## config.mk

```make
export PLATFORM = sky130hd
export DESIGN_NAME = lattice_stage_sequencer
export DESIGN_NICKNAME = d
export VERILOG_FILES = /design/src/rtl/lattice_stage_sequencer.sv
export SDC_FILE = /design/constraint.sdc
export NUM_CORES = 1
export LEC_CHECK = 0
export BUFFER_PORTS_ARGS = -buffer_cell sky130_fd_sc_hd__buf_2
export CORE_AREA = 2 2 242 125
export CTS_BUF_LIST = sky130_fd_sc_hd__clkbuf_4
export DETAILED_ROUTE_END_ITERATION = 8
export DIE_AREA = 0 0 244 127
export HOLD_SLACK_MARGIN = 0.15
export MAX_ROUTING_LAYER = met4
export PLACE_DENSITY = 0.69
export SYNTH_ARGS = -nofsm -noshare
export SYNTH_HDL_FRONTEND = slang
export SYNTH_SLANG_ARGS = --single-unit
```

## constraint.sdc

```tcl
create_clock -name clk -period 6.9 [get_ports clk]
set_clock_uncertainty 0.1 [all_clocks]
set_input_delay 0.345 -clock clk [delete_from_list [all_inputs] [get_ports clk]]
set_output_delay 0.345 -clock clk [all_outputs]
set_load 0.005 [all_outputs]
```

## src/rtl/lattice_stage_sequencer.sv

```systemverilog
// lattice_stage_sequencer
//   Time-multiplexes one external lattice processing unit (PU) across STAGES
//   lattice stages, one stage per clock. The PU computes f = b - a*c and
//   g = a + b*c combinationally; this block owns the coefficient file, the
//   per-stage backward-delay memory and the sample handshakes.
//
// Ports
//   clk, reset            clock; synchronous active-low reset
//   in_valid/in_ready     sample source handshake, in_data = x[n]
//   out_valid/out_ready   sample sink handshake, out_data = f of last stage
//   cfg_we/addr/data      coefficient write, honoured only in IDLE
//   cfg_busy              high whenever the sequencer is not IDLE
//   pu_a/pu_b/pu_coe      PU operands (zero outside RUN)
//   pu_f/pu_g             PU results, combinational from the operands
//   flush_req             clear delay memory (used only with LATTICE_FLUSH_EN)
//
// Configuration macro: LATTICE_FLUSH_EN adds the FLUSH state, which walks the
// delay memory and zeroes it. Without it flush_req is ignored.

module lattice_stage_sequencer #(
    parameter int STAGES = 8,
    parameter int DW     = 16,
    parameter int AW     = 3
) (
    input  logic          clk,
    input  logic          reset,
    input  logic          in_valid,
    output logic          in_ready,
    input  logic [DW-1:0] in_data,
    output logic          out_valid,
    input  logic          out_ready,
    output logic [DW-1:0] out_data,
    input  logic          cfg_we,
    input  logic [AW-1:0] cfg_addr,
    input  logic [DW-1:0] cfg_data,
    output logic          cfg_busy,
    output logic [DW-1:0] pu_a,
    output logic [DW-1:0] pu_b,
    output logic [DW-1:0] pu_coe,
    input  logic [DW-1:0] pu_f,
    input  logic [DW-1:0] pu_g,
    input  logic          flush_req
);

    localparam logic [1:0] S_IDLE  = 2'd0;
    localparam logic [1:0] S_RUN   = 2'd1;
    localparam logic [1:0] S_DONE  = 2'd2;
`ifdef LATTICE_FLUSH_EN
    localparam logic [1:0] S_FLUSH = 2'd3;
`endif

    // Storage is sized to the full address space so any k/cfg_addr value is a
    // legal index; entries at or above STAGES are never written or read.
    localparam int            DEPTH = 1 << AW;
    localparam logic [AW-1:0] LAST  = AW'(STAGES - 1);

    logic [1:0]    state;
    logic [AW-1:0] k;
    logic [DW-1:0] a;       // forward value entering the current stage
    logic [DW-1:0] gprev;   // backward value to be stored into mem[k]
    logic [DW-1:0] coef [DEPTH];
    logic [DW-1:0] mem  [DEPTH];
    logic          cfg_ok;
    logic          run;

`ifndef LATTICE_FLUSH_EN
    logic unused_flush;
    assign unused_flush = flush_req;
`endif

    assign run      = (state == S_RUN);
    assign in_ready = (state == S_IDLE);
    assign cfg_busy = (state != S_IDLE);
    assign cfg_ok   = cfg_we && (state == S_IDLE) && (int'(cfg_addr) < STAGES);

    // Operands are combinational so the PU result is available on the same
    // edge that advances the stage.
    assign pu_a   = run ? a        : '0;
    assign pu_b   = run ? mem[k]   : '0;
    assign pu_coe = run ? coef[k]  : '0;

    always_ff @(posedge clk) begin
        if (!reset) begin
            state     <= S_IDLE;
            k         <= '0;
            a         <= '0;
            gprev     <= '0;
            out_valid <= 1'b0;
            out_data  <= '0;
            for (int i = 0; i < DEPTH; i++) begin
                coef[i] <= '0;
                mem[i]  <= '0;
            end
        end else begin
            // A write in the accepting cycle lands before RUN reads coef.
            if (cfg_ok)
                coef[cfg_addr] <= cfg_data;

            case (state)
                S_IDLE: begin
`ifdef LATTICE_FLUSH_EN
                    if (flush_req) begin
                        k     <= '0;
                        state <= S_FLUSH;
                    end else
`endif
                    if (in_valid) begin
                        a     <= in_data;
                        gprev <= in_data;
                        k     <= '0;
                        state <= S_RUN;
                    end
                end
                S_RUN: begin
                    // mem[k] takes the backward value arriving at this stage,
                    // not this stage's g; g feeds the next stage instead.
                    mem[k] <= gprev;
                    gprev  <= pu_g;
                    a      <= pu_f;
                    if (k == LAST) begin
                        out_data  <= pu_f;
                        out_valid <= 1'b1;
                        state     <= S_DONE;
                    end else begin
                        k <= k + 1'b1;
                    end
                end
                S_DONE: begin
                    if (out_ready) begin
                        out_valid <= 1'b0;
                        state     <= S_IDLE;
                    end
                end
`ifdef LATTICE_FLUSH_EN
                S_FLUSH: begin
                    mem[k] <= '0;
                    if (k == LAST)
                        state <= S_IDLE;
                    else
                        k <= k + 1'b1;
                end
`endif
                default: state <= S_IDLE;
            endcase
        end
    end

endmodule

```

Yosys cells after proc, flatten, opt, wreduce, memory -nomap -nowiden
Memories as Yosys holds them, arrays and structs flattened. A register that Yosys moved wholly into a read port is not among the register bits.
Index checks and enable logic that the tools add are counted.
{ "op_classes": {"shift": 0, "div_mod_pow": 0, "n_mux": 33, "multipliers": 0, "n_reduce_logical": 12, "n_eq_ne": 7, "add_sub_neg": 1, "order_cmp": 0, "n_bitwise": 0} }
{ "op_table": {"columns": ["op", "n"], "rows": [
  ["16-bit 2-to-1 mux", 6],
  ["16-bit one-hot mux with 2 select lines", 2],
  ["16-bit OR reduction", 2],
  ["3-bit 2-to-1 mux", 8],
  ["1-bit 2-to-1 mux", 11],
  ["3-bit AND reduction", 3],
  ["2-bit 2-to-1 mux", 3],
  ["2-bit != test (second input constant)", 3],
  ["2-bit one-hot mux with 3 select lines", 1],
  ["3-bit one-hot mux with 2 select lines", 1],
  ["2-bit nonzero test", 3],
  ["2-bit AND reduction", 2],
  ["3-bit by 1-bit adder with 3-bit output (second input constant)", 1],
  ["3-bit == test (second input constant)", 1],
  ["2-bit by 1-bit == test with 1-bit output (second input constant)", 1],
  ["2-bit == test (second input constant)", 1],
  ["2-bit logical NOT", 1],
  ["2-bit by 1-bit != test with 1-bit output (second input constant)", 1],
  ["1-bit one-hot mux with 2 select lines", 1],
  ["1-bit logical AND", 1]
]} }
{ "word_totals": {"ram_bits": 256, "inputBits": 73, "latch_bits": 0, "reg_bits": 54, "wordCells": 61, "mem_count": 2, "out_inout_bits": 67, "mem_bits_ro": 0} }
{ "memory_table": {"columns": ["name", "words", "word_bits", "rd", "rd_clocked_by_memory_dff", "write_ports", "line", "rtl"], "rows": [
  ["coef", 8, 16, 1, 1, 8, "61", "logic [DW-1:0] coef [DEPTH];"],
  ["mem", 8, 16, 1, 1, 8, "62", "logic [DW-1:0] mem [DEPTH];"]
]} }

Depth between registers and ports, before layout
{ "logic_depth": {"word_depth": 7, "ltp_mapped": 7, "mapped_depth_nobuf": 6} }

Worst setup path after synthesis
Ideal clock, no wire load.
{ "synth_path": {"path_type": "input-to-reg", "start": "in reset", "end": "mem coef[2][0] (enable)", "path_stages": 3, "slack_ps": 4434, "t_arrival_ps": 1955, "setup_ps": 411, "required_time_ps": 6389, "path_buffers": 1, "path_cell_list": "buf_2 -> nand4b_2 -> o21ai_0"} }
{ "synth_rtl": {"columns": ["element", "line", "rtl"], "rows": [
  ["start: declaration", "26", "input logic reset,"],
  ["end: declaration", "61", null]
]} }

Worst setup path after layout
{ "layout_path": {"start": "reg state[0]", "end": "reg gprev[0]"} }
{ "layout_between": {"elab_chain_cells": 3, "word_cells_on_any_way": 6, "classes_between": "2 x eq/ne; 1 x mux; 3 x reduce/logical"} }
{ "layout_rtl": {"columns": ["element", "line", "rtl"], "rows": [
  ["start: declaration", "57", "logic [1:0] state;"],
  ["start signal: assignment", "84", "state <= S_IDLE;"],
  ["start signal: assignment", "111", "state <= S_RUN;"],
  ["start signal: assignment", "123", "state <= S_DONE;"],
  ["2-bit by 1-bit == test with 1-bit output or 2-bit logical NOT (tied branches)", "99", "case (state)"],
  ["2-bit nonzero test (no source line) or 2-bit != test (tied branches)", null, null],
  ["2-bit AND reduction (no source line)", null, null],
  ["end signal: assignment", "109", "gprev <= in_data;"],
  ["end signal: assignment", "118", "gprev <= pu_g;"],
  ["end: declaration", "60", "logic [DW-1:0] gprev;"]
]} }
Parallel ways exist; a longest one is shown, timed or not.
A chain may end at the register's enable or synchronous reset.

==> impl_metrics.prom <==
# TYPE chip_impl_metric gauge
chip_impl_info{name="critical-path-top-delay-family",value="buffers and inverters"} 1
chip_impl_metric{name="totalWireLength",unit="um"} 36200
chip_impl_metric{name="finalCritPeriodShare",unit="%"} 56.9
chip_impl_metric{name="route.layer.met1.wl",unit="um"} 15600
chip_impl_metric{name="initialDrtViolationCount",unit=""} 791
chip_impl_metric{name="number_of_buffers_added_by_the_clock_tree_synthesis_step",unit=""} 73
chip_impl_info{name="most-common-layout-cells",value="272 x sky130_fd_sc_hd__and2_1, 256 x sky130_fd_sc_hd__edfxtp_1, 138 x sky130_fd_sc_hd__buf_2"} 1
chip_impl_metric{name="detailroute.wirelength.met2",unit="um"} 17800
chip_impl_metric{name="postSynthAreaPerCell",unit="um2"} 12.6
chip_impl_metric{name="required",unit="ns"} 7.45
chip_impl_metric{name="fin_total_pwr",unit="mW"} 4.02
chip_impl_metric{name="drc_errors",unit=""} 0
chip_impl_metric{name="groute.usage.overall",unit="%"} 24.4
chip_impl_metric{name="nets",unit=""} 1459
chip_impl_metric{name="grt_max_degree",unit=""} 64
chip_impl_metric{name="place.port_buffers",unit=""} 138
chip_impl_info{name="clock_tree_from_tritoncts",value="built"} 1
chip_impl_metric{name="dr_wl_met3",unit="um"} 1850
chip_impl_metric{name="post_drt_via_cell_ratio",unit=""} 5.38
chip_impl_metric{name="route.vias.total",unit=""} 9858
chip_impl_metric{name="crit_path_max_incr_delay",unit="ns"} 0.88
chip_impl_info{name="end_kind",value="flip-flop"} 1
chip_impl_metric{name="yosys.cell_types.count",unit=""} 36
chip_impl_metric{name="gp_routability_congestion",unit=""} 0.854
chip_impl_metric{name="syn_area",unit="um2"} 14200
chip_impl_metric{name="initial_utilization",unit="%"} 49.6
chip_impl_metric{name="highest_achievable_clock_rate",unit="MHz"} 255
chip_impl_metric{name="final.min_clock_period",unit="ns"} 3.93
chip_impl_metric{name="power_leakage",unit="nW"} 6.65
chip_impl_info{name="cp_max_delay_cell",value="sky130_fd_sc_hd__nor2b_4"} 1
chip_impl_metric{name="cp.buffers_inverters",unit=""} 3
chip_impl_metric{name="hpwl",unit="um"} 20900
chip_impl_info{name="critical_path.most_common_cell",value="sky130_fd_sc_hd__dlygate4sd3_1"} 1
chip_impl_info{name="path_cells",value="nor2b_4 -> buf_4 -> o21ai_0 -> a21oi_1 -> dlygate4sd3_1 -> nor2_1 -> dlygate4sd3_1"} 1
chip_impl_metric{name="flow.area_growth_from_synthesis",unit="%"} 20.3
chip_impl_metric{name="slew_headroom",unit="%"} 14.7
chip_impl_metric{name="synthesis.instances",unit=""} 1127
chip_impl_metric{name="routed_wire_length_per_instance",unit="um"} 19.8
chip_impl_metric{name="clkSlewWorstSetupHoldPaths",unit="ns"} 0.08
chip_impl_info{name="synth_top_flop_cell",value="sky130_fd_sc_hd__edfxtp_1"} 1
chip_impl_metric{name="deepest_clock_path_buffer_count",unit=""} 3
chip_impl_metric{name="maxCapViolCount",unit=""} 0
chip_impl_metric{name="fin_setup_tns",unit="ns"} 0
chip_impl_metric{name="max_slew.worst_pin.slew",unit="ns"} 1.27
chip_impl_metric{name="grt.overflow.total",unit=""} 0
chip_impl_info{name="most_common_library_cell_in_the_layout_ignoring_fill_and_taps",value="sky130_fd_sc_hd__and2_1"} 1
chip_impl_metric{name="power_density",unit="nW/um2"} 235
chip_impl_metric{name="finalInstanceArea",unit="um2"} 17100
chip_impl_metric{name="drt_pre_antenna_iters",unit=""} 5
chip_impl_metric{name="yosysWarnings",unit=""} 0
chip_impl_info{name="clock_tree.root_cell",value="sky130_fd_sc_hd__clkbuf_4"} 1
chip_impl_metric{name="detailed_place.area",unit="um2"} 15200
chip_impl_metric{name="flops_latches_synth",unit=""} 313
chip_impl_metric{name="die-height",unit="um"} 127
chip_impl_info{name="outcome",value="finished, final reports clean"} 1
chip_impl_metric{name="clock_tree.htree_level_count",unit=""} 3
chip_impl_metric{name="finish.utilization",unit="%"} 59.6
chip_impl_metric{name="final_antenna_net_count",unit=""} 0
chip_impl_metric{name="syn_nets",unit=""} 1202
chip_impl_metric{name="timing.final.hold_violations",unit=""} 0
chip_impl_info{name="crit_path_start_kind",value="flip-flop"} 1
chip_impl_info{name="highest_metal_layer_with_signal_wires",value="met4"} 1
chip_impl_metric{name="holdWs",unit="ns"} 0.235
chip_impl_metric{name="cts_sinks",unit=""} 313
chip_impl_metric{name="highest_fanout_seen_on_the_critical_path",unit=""} 51
chip_impl_info{name="crit_path_category",value="flip-flop to flip-flop"} 1
chip_impl_metric{name="setup_viol",unit=""} 0
chip_impl_metric{name="die_area",unit="um2"} 31000
chip_impl_metric{name="ir_drop",unit="mV"} 0.141
chip_impl_info{name="grt_setup_unrepaired",value="no"} 1
chip_impl_metric{name="clk-insertion-delay-late",unit="ns"} 0.75
chip_impl_metric{name="core-area",unit="um2"} 28700
chip_impl_metric{name="rows",unit=""} 44
chip_impl_metric{name="number_of_antenna_violations_at_the_first_check_in_global_routing",unit=""} 2
chip_impl_metric{name="synth_async_sr_flop_share",unit="%"} 0
chip_impl_metric{name="cp.arrival",unit="ns"} 4.47
chip_impl_metric{name="layout-drive-gt1-share",unit="%"} 23.2
chip_impl_metric{name="pin_count",unit=""} 140
chip_impl_metric{name="report.final.slew_viol_count",unit=""} 0
chip_impl_metric{name="synth_enable_flop_cells",unit=""} 256
chip_impl_info{name="hold_path_class",value="input port to flip-flop"} 1
chip_impl_metric{name="dieWidth",unit="um"} 244
chip_impl_metric{name="first_global_vias",unit=""} 10400
chip_impl_metric{name="first_pass_grt_wire_length",unit="um"} 56200
chip_impl_metric{name="ys_seq_area_share",unit="%"} 62.1
chip_impl_metric{name="cts_resized",unit=""} 0
[tightest hold or removal path: cells and delay by family]
family / cells / cell delay (ns)
AND/OR/NAND/NOR: 2 / 0.23
buffers and inverters: 2 / 0.35
[sequential cells by signal (all words and copies together), names as in the netlist, named ones only]
register	cells
a	16
coef	128
gprev	16
k	3
mem	128
out_data	16
out_valid	1
state	2
[stage by stage]
stage	instances	setup slack, ns
6_report	1831	2.97
5_1_grt	1831	2.76
4_1_cts	1828	2.96
3_5_place_dp	1606	3.80
3_3_place_gp	1606	3.83
2_1_floorplan	1127	4.43
[metal layers]
metal	global-route usage (%)	vias up
met2	40.5	307
met5	-	-
li1	-	4644
met4	8.54	0
met3	5.55	73
met1	29.7	4834
[power by group]
part	switching (mW)	leakage, nW	total [mW]	internal, mW
Clock	0.742	0.551	1.49	0.743
Combinational	0.192	3.01	0.353	0.161
Sequential	0.0580	3.09	2.18	2.12
Total	0.992	6.65	4.02	3.03
[worst paths after layout]
| kind | startpoint | endpoint | slack [ns] | cells past startpoint |
|---|---|---|---|---|
| hold / removal | cfg_addr[1] | coef[1][1]$_SDFFCE_PN0P_ | 0.24 | 4 |
| hold reg to reg | out_data[9]$_SDFFE_PN0P_ | out_data[9]$_SDFFE_PN0P_ | 0.36 | 2 |
| setup reg to reg | state[0]$_SDFFE_PN0P_ | gprev[0]$_SDFFE_PN0P_ | 2.97 | 7 |
| setup / recovery | state[0]$_SDFFE_PN0P_ | gprev[0]$_SDFFE_PN0P_ | 2.97 | 7 |
[final cells by class]
cell class                 count  area (um2)
timing repair buffer         258        1830
antenna                        3        7.51
tap                          391         489
clock buffer                 113         848
sequential                   313        8830
inverter                       3        11.3
clock inverter                15        58.8
multi-input combinational    735        5030
fill                        2244       11600
[synthesized netlist by cell type (all sizes together), types with 16 or more instances]
| cell type | n | area, um2 |
|---|---|---|
| nor2 | 24 | 100 |
| and3 | 16 | 100 |
| mux2 | 32 | 360 |
| o21ai | 73 | 365 |
| dfxtp | 57 | 1140 |
| clkbuf | 41 | 166 |
| a211oi | 32 | 240 |
| and2 | 273 | 1710 |
| edfxtp | 256 | 7690 |
| nand2 | 38 | 143 |
| mux2i | 96 | 961 |
| a22o | 32 | 280 |
| a21oi | 82 | 410 |
| buf | 35 | 201 |
[repair_timing]
| item | 4_1_cts | 5_1_grt |
|---|---|---|
| endpoints found under the hold margin | 185 | 0 |
| hold buffers | 94 | 0 |
| buffers inserted | 0 | 0 |
[cells by family (layout without fill, tap and decap cells)]
| group | after synthesis | count (layout) | synth area share [%] |
|---|---|---|---|
| AND/OR/NAND/NOR | 382 | 382 | 16.4 |
| flip-flops | 313 | 313 | 62.1 |
| AO/OA/AOI/OAI | 223 | 223 | 9.34 |
| multiplexers | 128 | 128 | 9.29 |
| buffers and inverters | 79 | 389 | 2.67 |
| adder cells (fa/ha/maj) | 2 | 2 | 0.176 |
| other | 0 | 3 | 0 |
(Power assumes the default switching activity.)
